===== src/rtl/idex_skid_reg.sv =====
// ============================================================================
// idex_skid_reg : ID/EX stage register with valid/ready, optional skid entry,
//                 synchronous flush and saturating stall counter.
// Revision 1.0
// ============================================================================
`default_nettype none

module idex_skid_reg #(
  parameter int DATA_W   = 32,
  parameter int RADDR_W  = 5,
  parameter int ALUOP_W  = 8,
  parameter int ALUSEL_W = 3,
  parameter int SKID     = 1,
  parameter int CNT_W    = 16
) (
  input  logic                clk,
  input  logic                rst_n,
  input  logic                flush,
  input  logic                in_valid,
  output logic                in_ready,
  input  logic [DATA_W-1:0]   in_reg1_data,
  input  logic [DATA_W-1:0]   in_reg2_data,
  input  logic [RADDR_W-1:0]  in_wr_address,
  input  logic                in_wr_enable,
  input  logic [ALUOP_W-1:0]  in_alu_op,
  input  logic [ALUSEL_W-1:0] in_alu_sel,
  output logic                out_valid,
  input  logic                out_ready,
  output logic [DATA_W-1:0]   out_reg1_data,
  output logic [DATA_W-1:0]   out_reg2_data,
  output logic [RADDR_W-1:0]  out_wr_address,
  output logic                out_wr_enable,
  output logic [ALUOP_W-1:0]  out_alu_op,
  output logic [ALUSEL_W-1:0] out_alu_sel,
  input  logic                cnt_clr,
  output logic [CNT_W-1:0]    stall_cnt
);

  localparam int PAYLOAD_W = 2*DATA_W + RADDR_W + 1 + ALUOP_W + ALUSEL_W;
  localparam int WE_BIT    = ALUOP_W + ALUSEL_W;

  localparam logic [1:0] ST_EMPTY = 2'd0;
  localparam logic [1:0] ST_ONE   = 2'd1;
  localparam logic [1:0] ST_FULL  = 2'd2;

  localparam logic [CNT_W-1:0] CNT_MAX = '1;

  logic [1:0]           r_state;
  logic [1:0]           w_next_state;
  logic                 w_accept;
  logic                 w_emit;
  logic [PAYLOAD_W-1:0] w_in_bundle;
  logic [PAYLOAD_W-1:0] r_main;
  logic [PAYLOAD_W-1:0] r_skid;
  logic [CNT_W-1:0]     r_stall_cnt;

  assign w_in_bundle = {in_reg1_data, in_reg2_data, in_wr_address,
                        in_wr_enable, in_alu_op, in_alu_sel};
  assign w_accept    = in_valid & in_ready;
  assign w_emit      = out_valid & out_ready;

  // State register
  always_ff @(posedge clk or negedge rst_n) begin
    if (!rst_n) begin
      r_state <= ST_EMPTY;
    end else begin
      r_state <= w_next_state;
    end
  end

  // Next-state logic
  always_comb begin
    w_next_state = r_state;
    if (flush) begin
      w_next_state = ST_EMPTY;
    end else begin
      case (r_state)
        ST_EMPTY: if (w_accept) w_next_state = ST_ONE;
        ST_ONE: begin
          if (w_emit && !w_accept)      w_next_state = ST_EMPTY;
          else if (!w_emit && w_accept) w_next_state = (SKID != 0) ? ST_FULL : ST_ONE;
        end
        ST_FULL:  if (w_emit) w_next_state = ST_ONE;
        default:  w_next_state = ST_EMPTY;
      endcase
    end
  end

  // Output logic
  always_comb begin
    out_valid = (r_state != ST_EMPTY);
  end

  generate
    if (SKID != 0) begin : g_ready_registered
      // Decoded from state flops only, so no combinational path from out_ready
      assign in_ready = (r_state != ST_FULL);
    end else begin : g_ready_passthru
      assign in_ready = out_ready | ~out_valid;
    end
  endgenerate

  // Main payload register
  always_ff @(posedge clk or negedge rst_n) begin
    if (!rst_n) begin
      r_main <= '0;
    end else if (flush) begin
      r_main <= '0;
    end else begin
      case (r_state)
        ST_EMPTY: if (w_accept) r_main <= w_in_bundle;
        ST_ONE: begin
          if (w_emit) begin
            if (w_accept) r_main <= w_in_bundle;
            else          r_main[WE_BIT] <= 1'b0;
          end
        end
        ST_FULL:  if (w_emit) r_main <= r_skid;
        default:  r_main <= '0;
      endcase
    end
  end

  // Skid entry only fills when the output is stalled and decode pushes anyway
  always_ff @(posedge clk or negedge rst_n) begin
    if (!rst_n) begin
      r_skid <= '0;
    end else if (flush) begin
      r_skid <= '0;
    end else if ((SKID != 0) && (r_state == ST_ONE) && !w_emit && w_accept) begin
      r_skid <= w_in_bundle;
    end
  end

  always_ff @(posedge clk or negedge rst_n) begin
    if (!rst_n) begin
      r_stall_cnt <= '0;
    end else if (cnt_clr) begin
      r_stall_cnt <= '0;
    end else if (in_valid && !in_ready && !flush && (r_stall_cnt != CNT_MAX)) begin
      r_stall_cnt <= r_stall_cnt + CNT_W'(1);
    end
  end

  assign {out_reg1_data, out_reg2_data, out_wr_address,
          out_wr_enable, out_alu_op, out_alu_sel} = r_main;
  assign stall_cnt = r_stall_cnt;

endmodule

`default_nettype wire


===== config.mk =====
export PLATFORM = sky130hd
export DESIGN_NAME = idex_skid_reg
export DESIGN_NICKNAME = d
export VERILOG_FILES = /design/src/rtl/idex_skid_reg.sv
export SDC_FILE = /design/constraint.sdc
export NUM_CORES = 1
export LEC_CHECK = 0
export CORE_AREA = 2 2 139 141
export DETAILED_ROUTE_END_ITERATION = 7
export DIE_AREA = 0 0 141 143
export HOLD_SLACK_MARGIN = 0.05
export PLACE_DENSITY = 0.8
export SYNTH_ARGS = -nofsm -noshare
export SYNTH_HDL_FRONTEND = slang
export SYNTH_SLANG_ARGS = --single-unit

===== constraint.sdc =====
create_clock -name clk -period 2.8 [get_ports clk]
set_input_delay 0.56 -clock clk [delete_from_list [all_inputs] [get_ports clk]]
set_output_delay 0.56 -clock clk [all_outputs]
set_load 0.02 [all_outputs]

==> out/metrics.csv <==
metric;value;unit
synth_top_cell_area_share;54.36;%
numCtsBuffers;17;
post-place-ws;205.1;ps
status;finished clean;
pin_count;186;
cp_num_buf_inv;1;
leakage;4.735;nW
crit_chain;or2_2 -> clkdlybuf4s50_1;
fin_cells;1237;
yosysUniqueCellTypes;44;
cp.required;2240;ps
wire_per_inst;17.28;um
skew;8.205;ps
cellPowerDensity;557.3;nW/um^2
critPathTopFamily;buffers and inverters;
crit_fanout;8;
start_util;44.59;%
drv_slew;0;
placed_cell_area;10390;um^2
wl;21.37;mm
via_count;6939;
coreArea;18580;um^2
syn_inst;833;
synth_top_family_by_area;simple AND/OR/NAND/NOR gates;
r2r_start;r_state[1]$_DFFE_PN0P_;
hold_violations;0;
cts_sinks;180;
synthMuxAreaShare;11.66;%
path_class;register to primary output;
numPortBuffers;185;
synth.net_count;921;
dp_hpwl;13.44;mm
grt-ovfl-total;0;
drive_above_1_share;6.287;%
totalNegativeSetupSlack;0;ps
critPathCaptureType;primary output;
peakVddDrop;0.4861;mV
startpoint_type;register;
gp_congestion;0.8407;
regArea;4504;um^2
setup_viol;0;
hold_path.class;input port to asynchronous set/reset pin;
postRouteAntennaNets;0;
fillers;1530;
crit_slowest_cell;clkdlybuf4s50_1;
first_pass_iters;5;
cts_tree;built;
multi_input_area;3528;um^2
rsz0062_at_grt;false;
fin_nets;1077;
grt_max_degree;165;
post_cts_resized;0;
dieArea;20160;um^2
drc_errors;0;
synth_fa_ha_area_share;0.1510;%
max_clock_freq;423.2;MHz
ys_async_sr_fraction;100.0;%
clkLatencyLatePin;430;ps
synth.area.top_cells;dfrtp_1, mux2_1, nand2_1;
synth-edff-count;0;
die_w;141;um
grt_pass1_vias;6822;
cp.arrival;1800;ps
fin_crit_sh;84.40;%
htree_levels;4;
yosys_warnings;0;
fin_crit;2363;ps
layout_setup_ws;436.8;ps
yosys_most_used_dff;dfrtp_1;
crit_path_max_incr_delay;580;ps
yosys-top-cells-count;dfrtp_1, nand2_1, nor2_1;
yosysTopAreaCell;dfrtp_1;
synth_xor_xnor_area_share;0;%
synth-seq-area-share;54.36;%
synth.most_common_cell;dfrtp_1;
worst-slew-pin-transition;980.5;ps
grt_pass1_wl;34.48;mm
drt_first_iter_violations;459;
cts_buffer_depth;2;
dp_cells;1204;
syn-cell-area;8285;um^2
antenna_found_initial;0;
fin_util;59.02;%
synthSimpleGateAreaFrac;15.80;%
crit_start;r_state[0]$_DFFE_PN0P_;
drv_cap;0;
final_area;10970;um^2
die_y;143;um
area_growth;32.36;%
postCtsHoldBufs;0;
syn_avg_cell_area;9.947;um^2
slew_headroom;34.64;%
cts-root-buf;clkbuf_16;
synth_compound_area_share;14.63;%
track_usage;21.43;%
post_cts.repair.setup_buffers;0;
cts.clk_slew.worst_paths;70;ps
ys_seq_elements;180;
rows;50;
vias_per_cell;5.610;
-- path summary, 6_finish.rpt --
kind	cells after the start	slack (ps)	endpoint
max in group asynchronous	2	2000	r_skid[58]$_DFFE_PN0P_
worst max-delay path	2	440	out_valid
worst min register to register	1	480	r_main[16]$_DFFE_PN0P_
worst max register to register	5	790	r_main[38]$_DFFE_PN0P_
min in group clk	1	480	r_main[16]$_DFFE_PN0P_
worst min-delay path	1	70	stall_cnt[14]$_DFFE_PN0P_
-- through the flow --
| step | power, mW | hold WS [ps] |
|---|---|---|
| floorplan | 3.305 | 264.4 |
| global placement | 3.820 | 467.7 |
| detailed placement | 3.837 | 473.7 |
| CTS | 6.158 | 84.26 |
| global route | 6.349 | 103.6 |
| finish | 6.112 | 74.39 |
-- sequential cells by signal, indices dropped and copies added, names as in the netlist --
signal	flops
r_state	2
r_main	81
r_skid	81
stall_cnt	16
-- power by group --
group	total (mW)	leakage, nW	internal [mW]	switching (mW)
sequential	2.82	2.42	2.74	0.0786
combinational	0.970	2.04	0.471	0.499
clock	2.33	0.270	1.30	1.02
-- metal layers --
metal,global-route usage [%],wire length [um],vias up,part of all wire [%]
met1,29.03,9597,3469,45
met5,0,0,-,0
li1,-,-,3206,-
met3,5.366,1448,25,6.8
met2,34.45,9997,239,47
met4,6.211,325,0,1.5
-- cells by family (layout without fill, tap and decap cells) --
logic type / after synthesis / in the layout
AND/OR/NAND/NOR: 306 / 306
AO/OA/AOI/OAI: 191 / 191
flip-flops: 180 / 180
multiplexers: 86 / 86
buffers and inverters: 69 / 238
adder cells (fa/ha/maj): 1 / 1
other: 0 / 1
-- worst reg2reg max path: stages, from the launching register on --
cell and delay [ps]:
dfrtp_1 490, nor2b_4 210, buf_4 750, a22oi_1 200
nor2_1 140, mux2_1 160
-- layout by cell type (no fill, tap or decap), drive strengths merged, types with 2 or more instances in the layout --
master         Yosys  final
clkdlybuf4s50      0    183
dfrtp            180    180
nand2            173    173
nor2              91     91
a21oi             90     90
mux2              84     84
a22oi             80     80
clkbuf            46     22
buf               19     19
nand3              7      7
inv                4      7
or3                6      6
o21ai              6      6
nor2b              6      6
nand4              6      6
clkinvlp           0      4
nor3               3      3
o311ai             3      3
o41ai              3      3
nand2b             3      3
and4               2      2
and3               2      2
o211a              2      2
mux2i              2      2
clkinv             0      2
o21bai             2      2
nor4               2      2
-- final cells by class --
type	count	share of cell area [%]
antenna	1	0.02282
clock buffer	22	4.324
clock inverter	10	0.8785
inverter	4	0.1369
multi-input combinational	584	32.17
sequential	180	41.07
tap	234	2.670
timing repair buffer	202	18.72
Note: power is estimated with default switching activity, not from simulation.
